===== src/rtl/seq_detect_prog.sv =====
// Programmable serial-pattern detector: LANES bits per cycle, MSB-first in time, runtime pattern of 1..MAX_LEN bits.
// Latency: match, match_vec and match_cnt are registered, so they are visible one cycle after din is accepted.
// Backpressure: none. Always ready; din_vld=0 holds history, and any din presented with cfg_we is discarded.
module seq_detect_prog #(
   parameter  int LANES   = 2,
   parameter  int MAX_LEN = 8,
   parameter  int CNT_W   = 8,
   localparam int LEN_W   = $clog2(MAX_LEN) + 1
) (
   input  logic               clk,
   input  logic               clr,
   input  logic               din_vld,
   input  logic [LANES-1:0]   din,
   input  logic               cfg_we,
   input  logic [MAX_LEN-1:0] cfg_pat,
   input  logic [LEN_W-1:0]   cfg_len,
   input  logic               cfg_ovl,
   input  logic               cnt_clr,
   output logic               match,
   output logic [LANES-1:0]   match_vec,
   output logic [CNT_W-1:0]   match_cnt,
   output logic               cfg_err
);

   // History keeps enough older bits that a full-length window can end on any lane.
   localparam int HIST_W = MAX_LEN + LANES - 1;
   localparam int EXT_W  = HIST_W + LANES;
   localparam int PC_W   = $clog2(LANES + 1);
   localparam int SUM_W  = CNT_W + PC_W + 1;

   localparam logic [LEN_W-1:0]   LEN_MAX = LEN_W'(MAX_LEN);
   localparam logic [LEN_W-1:0]   RST_LEN = LEN_W'(5);
   localparam logic [MAX_LEN-1:0] RST_PAT = MAX_LEN'(5'b01110);
   localparam logic [SUM_W-1:0]   CNT_MAX = SUM_W'({CNT_W{1'b1}});

   // Configuration state; reset values reproduce the legacy 01110 non-overlap detector.
   logic [MAX_LEN-1:0] pat_q;
   logic [LEN_W-1:0]   len_q;
   logic               ovl_q;

   // Stream state: shifted bit history (newest bit at index 0) and count of usable start bits.
   logic [HIST_W-1:0]  hist_q;
   logic [LEN_W-1:0]   avail_q;

   logic               cfg_legal;
   logic               cfg_load;
   logic               accept;
   logic [EXT_W-1:0]   ext;
   logic [MAX_LEN-1:0] len_mask;
   logic [LANES-1:0]   win_eq;
   logic [LEN_W-1:0]   avail_walk;
   logic [LANES-1:0]   hit_vec;
   logic [LANES-1:0]   vec_d;
   logic [PC_W-1:0]    hit_cnt;
   logic [CNT_W-1:0]   cnt_base;
   logic [SUM_W-1:0]   cnt_sum;
   logic [CNT_W-1:0]   cnt_next;

   // A config write always steals the cycle; only a legal length actually loads and flushes.
   assign cfg_legal = (cfg_len != '0) && (cfg_len <= LEN_MAX);
   assign cfg_load  = cfg_we && cfg_legal;
   assign accept    = din_vld && !cfg_we;

   // History with this cycle's lanes appended; din[0] (latest) lands at index 0.
   assign ext = {hist_q, din};

   // Mask selecting the active low len bits of the pattern and of each window.
   always_comb begin
      len_mask = '0;
      for (int b = 0; b < MAX_LEN; b++) begin
         len_mask[b] = (LEN_W'(b) < len_q);
      end
   end

   // Per-lane window compare: the window ending on din[j] starts len-1 bits earlier.
   always_comb begin
      win_eq = '0;
      for (int j = 0; j < LANES; j++) begin
         win_eq[j] = (((ext >> j) ^ EXT_W'(pat_q)) & EXT_W'(len_mask)) == '0;
      end
   end

   // Walk lanes in time order so non-overlap restarts affect the later lanes of the same cycle.
   always_comb begin
      avail_walk = avail_q;
      hit_vec    = '0;
      for (int k = 0; k < LANES; k++) begin
         if (avail_walk != LEN_MAX) begin
            avail_walk = avail_walk + LEN_W'(1);
         end
         if ((avail_walk >= len_q) && win_eq[LANES-1-k]) begin
            hit_vec[LANES-1-k] = 1'b1;
            if (!ovl_q) begin
               avail_walk = '0;
            end
         end
      end
   end

   // Matches only count on accepted cycles; idle and config cycles report nothing.
   assign vec_d = accept ? hit_vec : '0;

   // Saturating counter update; cnt_clr discards the old total but keeps this cycle's matches.
   always_comb begin
      hit_cnt = '0;
      for (int i = 0; i < LANES; i++) begin
         hit_cnt = hit_cnt + PC_W'(vec_d[i]);
      end
      cnt_base = cnt_clr ? '0 : match_cnt;
      cnt_sum  = SUM_W'(cnt_base) + SUM_W'(hit_cnt);
      if (cnt_sum > CNT_MAX) begin
         cnt_next = '1;
      end else begin
         cnt_next = cnt_sum[CNT_W-1:0];
      end
   end

   // Config registers load only on a legal write.
   always_ff @(posedge clk or negedge clr) begin
      if (!clr) begin
         pat_q <= RST_PAT;
         len_q <= RST_LEN;
         ovl_q <= 1'b0;
      end else if (cfg_load) begin
         pat_q <= cfg_pat;
         len_q <= cfg_len;
         ovl_q <= cfg_ovl;
      end
   end

   // History and availability: flushed by a legal config write, advanced on accepted data.
   always_ff @(posedge clk or negedge clr) begin
      if (!clr) begin
         hist_q  <= '0;
         avail_q <= '0;
      end else if (cfg_load) begin
         hist_q  <= '0;
         avail_q <= '0;
      end else if (accept) begin
         hist_q  <= ext[HIST_W-1:0];
         avail_q <= avail_walk;
      end
   end

   // Registered results and the one-cycle illegal-length strobe.
   always_ff @(posedge clk or negedge clr) begin
      if (!clr) begin
         match     <= 1'b0;
         match_vec <= '0;
         match_cnt <= '0;
         cfg_err   <= 1'b0;
      end else begin
         match     <= |vec_d;
         match_vec <= vec_d;
         match_cnt <= cnt_next;
         cfg_err   <= cfg_we && !cfg_legal;
      end
   end

endmodule


===== config.mk =====
export PLATFORM = sky130hd
export DESIGN_NAME = seq_detect_prog
export DESIGN_NICKNAME = d
export VERILOG_FILES = /design/src/rtl/seq_detect_prog.sv
export SDC_FILE = /design/constraint.sdc
export NUM_CORES = 1
export LEC_CHECK = 0
export BUFFER_PORTS_ARGS = -buffer_cell sky130_fd_sc_hd__buf_2
export CORE_MARGIN = 2
export CORE_UTILIZATION = 45
export DETAILED_ROUTE_END_ITERATION = 8
export GPL_ROUTABILITY_DRIVEN = 0
export HOLD_SLACK_MARGIN = 0.08
export PLACE_DENSITY = 0.65
export SYNTH_ARGS = -nofsm -noshare
export SYNTH_HDL_FRONTEND = slang
export SYNTH_SLANG_ARGS = --single-unit

===== constraint.sdc =====
create_clock -name clk -period 6.9 [get_ports clk]
set_input_delay 0.69 -clock clk [delete_from_list [all_inputs] [get_ports clk]]
set_output_delay 0.69 -clock clk [all_outputs]
set_load 0.02 [all_outputs]

Yosys cells after proc, flatten, opt, wreduce, memory -nomap -nowiden

Cells that the tools add are included.

Flip-flop bits (word level): 38
Bits of input ports: 20
Output and inout bits: 12
Word-level logic and storage cells: 59

Eq/ne operators: 2
Reductions and logical operators: 13
Add/sub/neg operators: 4
Mux-type cells: 15
Magnitude comparators: 12
Bitwise gates (word level): 4

Operators by type and width:

| kind                                                                        | number |
|---|---|
| 4-bit 2-to-1 mux                                                            | 8 |
| 11-bit logical NOT                                                          | 2 |
| 9-bit 2-to-1 mux                                                            | 2 |
| 3-bit by 4-bit less-than comparator with 1-bit output, first input constant | 4 |
| 8-bit 2-to-1 mux                                                            | 2 |
| 11-bit by 8-bit bitwise AND with 11-bit output                              | 1 |
| 11-bit by 8-bit bitwise XOR with 11-bit output                              | 1 |
| 10-bit by 8-bit bitwise AND with 10-bit output                              | 1 |
| 10-bit by 8-bit bitwise XOR with 10-bit output                              | 1 |
| 8-bit by 2-bit adder with 9-bit output                                      | 1 |
| 9-bit by 8-bit > comparator with 1-bit output, second input constant        | 1 |
| 4-bit by 1-bit adder with 4-bit output, second input constant               | 2 |
| 4-bit greater-or-equal comparator                                           | 2 |
| 1-bit by 4-bit less-than comparator with 1-bit output, first input constant | 2 |
| 2-bit by 4-bit less-than comparator with 1-bit output, first input constant | 2 |
| 4-bit inequality test, second input constant                                | 2 |
| 1-bit logical AND                                                           | 6 |
| 4-bit less-or-equal comparator, second input constant                       | 1 |
| 4-bit nonzero test                                                          | 1 |
| 1-bit by 1-bit adder with 2-bit output                                      | 1 |
| 1-bit logical NOT                                                           | 2 |
| 1-bit 2-to-1 mux                                                            | 2 |
| 2-bit 2-to-1 mux                                                            | 1 |
| 2-bit nonzero test                                                          | 1 |
| 2-bit OR reduction                                                          | 1 |

Depth between registers and ports, before layout

Gate-level depths: netlist of the first run.

Depth in word-level cells: 15
Mapped depth: 26
Gate-level depth less buffers: 26

Worst setup path after synthesis of the first run

Ideal clock, no wire load.

Path kind: register -> register
Start point: reg avail_q[0]
End point: reg match_cnt[3]
Arrival time: 4.906 ns
Path slack: 1.860 ns
Setup time: 0.134 ns
Stages on the path, launching flop included: 27
Period minus slack after synthesis: 5.040 ns
Data required time: 6.766 ns
Buffers on the path: 0
Cell sequence: dfrtp_1 inv_1 ha_1 and2_1 o21a_1 inv_1 ha_1 o21ai_0 a222oi_1 nand4_1 or3_4 nand2_1 ha_1 a31oi_1 o32ai_1 inv_1 ha_1 nand2b_1 a2111oi_0 nor4_1 nand3_1 nor2_1 fa_1 ha_1 and3_1 nand4b_1 o21ai_0

Longest elaborated chain between the ends: 15
Elaborated cells between the ends (all ways): 19
Those cells by class: add/sub: 4; order compare: 3; eq/ne: 2; mux: 8; reduce/logical: 2

Ends and longest elaborated chain:

| what                                                                                   | RTL line | source |
|---|---|---|
| start: declaration                                                                     | 43       | `logic [LEN_W-1:0] avail_q;` |
| start signal: assignment                                                               | 141      | `avail_q <= avail_walk;` |
| 4-bit by 1-bit adder with 4-bit output / 4-bit inequality test (equally long branches) | 89, 88   |  |
| 4-bit 2-to-1 mux (*)                                                                   | 88       | `if (avail_walk != LEN_MAX) begin` |
| 4-bit greater-or-equal comparator                                                      | 91       | `if ((avail_walk >= len_q) && win_eq[LANES-1-k]) begin` |
| 1-bit logical AND                                                                      | 91       |  |
| 4-bit 2-to-1 mux (*)                                                                   | 91       |  |
| 4-bit by 1-bit adder with 4-bit output / 4-bit inequality test (equally long branches) | 89, 88   |  |
| 4-bit 2-to-1 mux (*)                                                                   | 88       |  |
| 4-bit greater-or-equal comparator (*)                                                  | 91       |  |
| 1-bit logical AND (*)                                                                  | 91       |  |
| 1-bit 2-to-1 mux (*)                                                                   | 91       |  |
| 2-bit 2-to-1 mux (*)                                                                   | 101      | `assign vec_d = accept ? hit_vec : '0;` |
| named net vec_d[0]                                                                     | 53       | `logic [LANES-1:0] vec_d;` |
| 1-bit by 1-bit adder with 2-bit output (*)                                             | 107      | `hit_cnt = hit_cnt + PC_W'(vec_d[i]);` |
| 8-bit by 2-bit adder with 9-bit output (*)                                             | 110      | `cnt_sum = SUM_W'(cnt_base) + SUM_W'(hit_cnt);` |
| 9-bit by 8-bit > comparator with 1-bit output                                          | 111      | `if (cnt_sum > CNT_MAX) begin` |
| 8-bit 2-to-1 mux (*)                                                                   | 111      |  |
| named net cnt_next[3]                                                                  | 57       | `logic [CNT_W-1:0] cnt_next;` |
| end signal: assignment                                                                 | 155      | `match_cnt <= cnt_next;` |
| end: declaration                                                                       | 21       | `output logic [CNT_W-1:0] match_cnt,` |

The timed path passes the listed nets; every way through them passes the cells marked *.
A chain may end at the register's enable or synchronous reset.

Final worst setup path of the first run

Same ends and word-level chain as after synthesis.

==> results of run 1 <==
## layer usage
metal,GRT usage,up-vias
met2,0.293,31
met5,0,-
met1,0.274,837
met4,0.0694,0
met3,0.0402,6
li1,-,880
## cell families after synthesis
| family | after synthesis | share of synthesized area |
|---|---|---|
| compound gates | 52 | 0.157 |
| buf+inv | 18 | 0.0375 |
| fa+ha+maj | 14 | 0.0804 |
| mux | 11 | 0.0534 |
| xor+xnor | 24 | 0.0926 |
| simple gates | 74 | 0.180 |
| flops | 36 | 0.399 |
## stage by stage
step	instance area, um^2	setup WS [ps]
2_1_floorplan	2270	1860
3_3_place_gp	2470	1230
3_5_place_dp	2470	1110
4_1_cts	2550	1120
5_1_grt	2550	474
6_report	2550	1040
## Yosys cell counts (2+ instances only)
cell type and n:
dfrtp_1 31, nand2_1 21, o21ai_0 19, ha_1 13, xor2_1 13, xnor2_1 11, inv_1 10, nand2b_1 10
nor2_1 10, mux2_2 9, a21oi_1 6, dfstp_2 5, nand3_1 5, and2_1 4, and3_1 4, nor2b_1 4
nor3_1 4, a31oi_1 3, clkbuf_1 3, nor3b_1 3, a22o_1 2, buf_2 2, buf_6 2, mux2i_1 2
o21a_1 2, o31ai_1 2, o32a_1 2
## layout make-up
| type | instances | area (um^2) |
|---|---|---|
| multi-input cells | 175 | 1280 |
| well taps | 67 | 83.8 |
| clock inverters | 1 | 5.00 |
| clock buffers | 6 | 72.6 |
| flip-flops and latches | 36 | 907 |
| fillers | 456 | 2230 |
| repair buffers | 32 | 163 |
| inverters | 10 | 37.5 |
## state kept, by name (all words and copies together) (netlist names)
name,count
avail_q,4
ovl_q,1
match_cnt,8
cfg_err,1
match,1
pat_q,8
match_vec,2
len_q,4
hist_q,7
## path summary, 6_finish.rpt
| path | to | slack [ps] | cells after the start |
|---|---|---|---|
| max in group asynchronous | ovl_q | 5930 | 1 |
| max reg2reg | match_cnt[3] | 1040 | 26 |
| min reg2reg | hist_q[6] | 540 | 2 |
| min in group clk | hist_q[6] | 540 | 2 |
| max | match_cnt[3] | 1040 | 26 |
| min | hist_q[1] | 480 | 1 |
## power by group through the flow
stage          logic, mW  registers [mW]  clock network (mW)
3_3_place_gp       0.377           0.288                   0
4_1_cts            0.383           0.285               0.143
2_1_floorplan      0.293           0.283                   0
6_report           0.382           0.284               0.138
3_5_place_dp       0.380           0.288                   0
5_1_grt            0.436           0.291               0.152
## critical path, cell delays in order, from the launching register on
cell       delay, ps
dfrtp_1          430
inv_1             80
ha_1             150
and2_1           150
o21a_1           270
inv_1            110
ha_1             280
o21ai_0          110
a222oi_1         290
nand4_1          320
or3_4            480
nand2b_1          90
ha_1             200
a31oi_1          100
o32ai_1          200
inv_1             80
ha_1             270
nand2b_1         130
a2111oi_0        420
nor4_1           120
nand3_1          110
nor2_1            80
fa_1             470
ha_1             240
and3_1           190
nand4b_1         230
o21ai_0          130
==> flow_metrics.py, run 1 <==
metrics = {
    "timing": {
        "max_freq_mhz": 171,
        "fin_worst_skew_ps": 6.08,
        "rsz0062_at_grt": "false",
        "timing.hold.ws_ps": 480,
        "relSlewSlack": 0.484,
        "period_needed_ps": 5860,
        "tightest_slew_ps": 774,
        "drv_slew": 0,
        "finalSetupViolations": 0,
        "fin_setup_tns_ps": 0,
        "hold_viol_final": 0,
        "fin_crit_sh": 0.850,
    },
    "placement": {
        "dp_hpwl_mm": 3.57,
        "port_buffers": 31,
        "dpl.cell_count": 320,
    },
    "power_and_ir_drop": {
        "switching_share": 0.383,
        "comb_power_share": 0.474,
        "power.leakage_nw": 1.19,
        "clkPwrFrac": 0.172,
        "power_uw": 804,
        "p_int_uw": 496,
        "power_switching_uw": 308,
        "powerDensity_nw_per_um2": 315,
        "peakVddDrop_v": 0.000166,
        "pwr-share-seq": 0.354,
    },
    "floorplanning": {
        "dieWidth_um": 75.0,
        "core_um2": 4790,
        "die_area_um2": 5630,
        "placementRows": 25,
        "die_y_um": 75.0,
        "num_io_pins": 32,
        "initial_core_util": 0.475,
    },
    "logic_synthesis": {
        "synthTopCellsByArea": "dfrtp_1 (34%), ha_1 (7.2%), dfstp_2 (5.8%)",
        "synth_area_per_cell_um2": 9.92,
        "yosys_warnings": 0,
        "syn-cell-area_um2": 2270,
        "syn-instance-count": 229,
        "yosys.area.top_type": "dfrtp_1",
        "synth_cell_types": 54,
        "yosysSeqAreaShare": 0.399,
        "synthFlopType": "dfrtp_1",
        "synth_edf_count": 0,
        "synth-seq-cells": 36,
        "async_reset_ff_frac": 1.00,
        "synth_nets": 263,
        "synthDominantCellAreaShare": 0.342,
    },
    "layout": {
        "layout_common_cells": "dfrtp_1 (31), buf_2 (31), nand2_1 (21)",
        "fin_util": 0.533,
        "final_cells": 327,
        "diodes": 0,
        "synthToLayoutAreaGrowth_pct": 12.3,
        "nets": 294,
        "drive_gt1_frac": 0.227,
    },
    "clock_tree": {
        "cts_inserted_buffers": 5,
        "postCtsSetupBuffers": 0,
        "clk_pin_slew_ps": 70,
        "htree_levels": 2,
        "clock-sinks": 36,
        "cts_tree": "yes",
        "insertion_delay_ps": 280,
        "ctsResizeCount": 0,
        "clock_path_buffers": 2,
        "clockRootBuffer": "clkbuf_8",
        "hold_buffers": 0,
    },
    "detailed_routing": {
        "totalWireLength_mm": 4.67,
        "vias": 1754,
        "drtAntennaViolNets": 0,
        "route.detailed.drc": 0,
        "wl_per_cell_um": 14.3,
        "drt-initial-drc-count": 127,
        "avgViaCountPerCell": 5.36,
        "dr.pass1.iters": 4,
        "met1_length_mm": 2.27,
        "highest_layer": "met4",
        "wl_met3_um": 132,
        "wl_met2_mm": 2.21,
    },
    "worst_setup_path": {
        "r2r-start": "avail_q[0]",
        "critPathArrivalTime_ps": 6010,
        "crit_required_ps": 7050,
        "critical_path_class": "flop to flop",
        "start_kind": "flop",
        "worstPathMaxFanout": 7,
        "end_kind": "flop",
        "crit_start": "avail_q[0]",
    },
    "grt": {
        "grt-ovfl-total": 0,
        "antenna_found_initial": 0,
        "grt_max_degree": 37,
        "grt_usage": 0.193,
        "grt_pass1_wl_mm": 8.25,
        "grt_pass1_vias": 1750,
    },
    "run": {
        "maxCapViolations": 0,
    },
    "outcome": {
        "outcome": "finished clean",
    },
    "worst_hold_path": {
        "hold_path.class": "input pin to asynchronous set/reset pin",
    },
}
Note: power is estimated with default switching activity, not from simulation.
==> inputs of run 2 (changes only) <==
==> constraint.sdc (replaced) <==
create_clock -name clk -period 5.9 [get_ports clk]
set_input_delay 0.59 -clock clk [delete_from_list [all_inputs] [get_ports clk]]
set_output_delay 0.59 -clock clk [all_outputs]
set_load 0.02 [all_outputs]
==> flow_metrics.py, run 2 (synthesized netlist as in run 1, its figures left out) <==
metrics = {
    "floorplanning": {
        "core_um2": 4790,
        "dieWidth_um": 75.0,
        "die_y_um": 75.0,
        "initial_core_util": 0.475,
        "num_io_pins": 32,
        "die_area_um2": 5630,
        "placementRows": 25,
    },
    "worst_setup_path": {
        "path_buf_inv": 3,
        "cpPeakStageDelay_ps": 450,
        "worstPathMaxFanout": 6,
        "critical_path_class": "flop to flop",
        "crit_required_ps": 6050,
        "end_kind": "flop",
        "crit_top_cell": "ha_1",
        "critPathArrivalTime_ps": 5620,
        "cpMaxStageDelayCell": "fa_1",
        "critPathTopFamily": "simple AND/OR/NAND/NOR gates",
        "start_kind": "flop",
    },
    "clock_tree": {
        "insertion_delay_ps": 290,
        "cts_tree": "yes",
        "hold_buffers": 0,
        "cts_inserted_buffers": 5,
        "clk_pin_slew_ps": 70,
        "clock-sinks": 36,
        "clockRootBuffer": "clkbuf_8",
        "clock_path_buffers": 2,
        "htree_levels": 2,
    },
    "placement": {
        "port_buffers": 31,
        "dpl.cell_count": 322,
        "dp_hpwl_mm": 3.64,
    },
    "power_and_ir_drop": {
        "powerDensity_nw_per_um2": 384,
        "p_int_uw": 621,
        "switching_share": 0.375,
        "pwr-share-seq": 0.337,
        "power.leakage_nw": 1.21,
        "clkPwrFrac": 0.180,
        "peakVddDrop_v": 0.000200,
        "comb_power_share": 0.483,
        "power_switching_uw": 372,
    },
    "outcome": {
        "outcome": "finished clean",
    },
    "detailed_routing": {
        "totalWireLength_mm": 4.70,
        "dr.pass1.iters": 4,
        "route.detailed.drc": 0,
        "drt-initial-drc-count": 113,
        "wl_per_cell_um": 14.2,
        "avgViaCountPerCell": 5.37,
        "vias": 1772,
        "drtAntennaViolNets": 0,
    },
    "layout": {
        "layout_common_cells": "buf_2 (31), dfrtp_1 (30), nand2_1 (21)",
        "final_cells": 330,
        "synthToLayoutAreaGrowth_pct": 13.9,
        "drive_gt1_frac": 0.243,
        "nets": 296,
        "nFillCells": 442,
        "largestRegisters": "match_cnt x8, pat_q x8, hist_q x7",
        "layout_commonest_cell": "buf_2",
        "seq_area_um2": 908,
        "multiInputGateArea_um2": 1290,
        "diodes": 0,
    },
    "worst_hold_path": {
        "hold_path.class": "input pin to asynchronous set/reset pin",
    },
    "grt": {
        "grt_usage": 0.197,
        "grt_max_degree": 37,
        "grt.met2_usage": 0.310,
        "grt_pass1_wl_mm": 8.42,
        "grtUsageMet1": 0.277,
        "grt_pass1_vias": 1753,
        "grt-ovfl-total": 0,
        "gr-usage-met3": 0.0402,
        "top_usage_layer": "met2",
        "antenna_found_initial": 0,
    },
    "timing": {
        "relSlewSlack": 0.483,
        "fin_setup_tns_ps": 0,
        "tightest_slew_ps": 775,
        "max_freq_mhz": 183,
        "fin_worst_skew_ps": 7.26,
        "finalSetupViolations": 0,
        "rsz0062_at_grt": "false",
        "fin_crit_sh": 0.926,
        "hold_viol_final": 0,
        "drv_slew": 0,
        "period_needed_ps": 5470,
    },
    "run": {
        "maxCapViolations": 0,
    },
}
[run 2: layout make-up]
class / instances / area share
clock buffer: 8 / 0.0348
inverter: 10 / 0.0145
multi-input combinational: 175 / 0.499
sequential: 36 / 0.351
tap: 67 / 0.0324
timing repair buffer: 34 / 0.0687
[run 2: metal layers]
metal	up-vias	share of wire
met5	-	0
met2	42	0.48
li1	877	-
met3	6	0.040
met1	847	0.47
met4	0	0.012
[run 2: path summary, 6_finish.rpt]
check	to	depth (start not counted)	slack [ps]	startpoint
worst max-delay path	match_cnt[5]	26	430	avail_q[0]
worst min-delay path	hist_q[0]	1	380	clr
worst max register to register	match_cnt[5]	26	430	avail_q[0]
worst min register to register	hist_q[6]	2	550	hist_q[6]
max in group asynchronous	avail_q[0]	1	4970	clr
min in group clk	len_q[1]	3	520	cfg_len[1]
[run 2: worst register-to-register path: cells and delay by family (launching register included)]
| family | cells | cell delay (ps) |
|---|---|---|
| buf+inv | 3 | 260 |
| flops | 1 | 440 |
| fa+ha+maj | 6 | 1620 |
| compound gates | 7 | 1360 |
| simple gates | 10 | 1660 |
[run 2: power by group through the flow]
| stage | clock network, mW | registers, mW | logic, mW |
|---|---|---|---|
| finish | 0.179 | 0.335 | 0.479 |
| global route | 0.193 | 0.342 | 0.546 |
| floorplan | 0 | 0.331 | 0.343 |
| global placement | 0 | 0.337 | 0.449 |
| CTS | 0.184 | 0.334 | 0.462 |
| detailed placement | 0 | 0.338 | 0.458 |
[run 2: repair_timing]
item | in CTS | in global routing
setup buffers | 0 | 0
setup endpoints to repair | 0 | 6
gates resized for setup | 0 | 4
[run 2: stage by stage]
stage / utilization / hold WS (ps) / instance area (um^2) / worst slack (ps) / power, mW
after global placement: 0.520 / 537 / 2490 / 615 / 0.787
after detailed placement: 0.520 / 540 / 2490 / 358 / 0.797
final: 0.541 / 379 / 2590 / 434 / 0.993
after floorplan: - / 294 / 2270 / 860 / 0.674
after CTS: 0.539 / 409 / 2580 / 312 / 0.980
after global routing: 0.541 / 428 / 2590 / 4.59 / 1.08
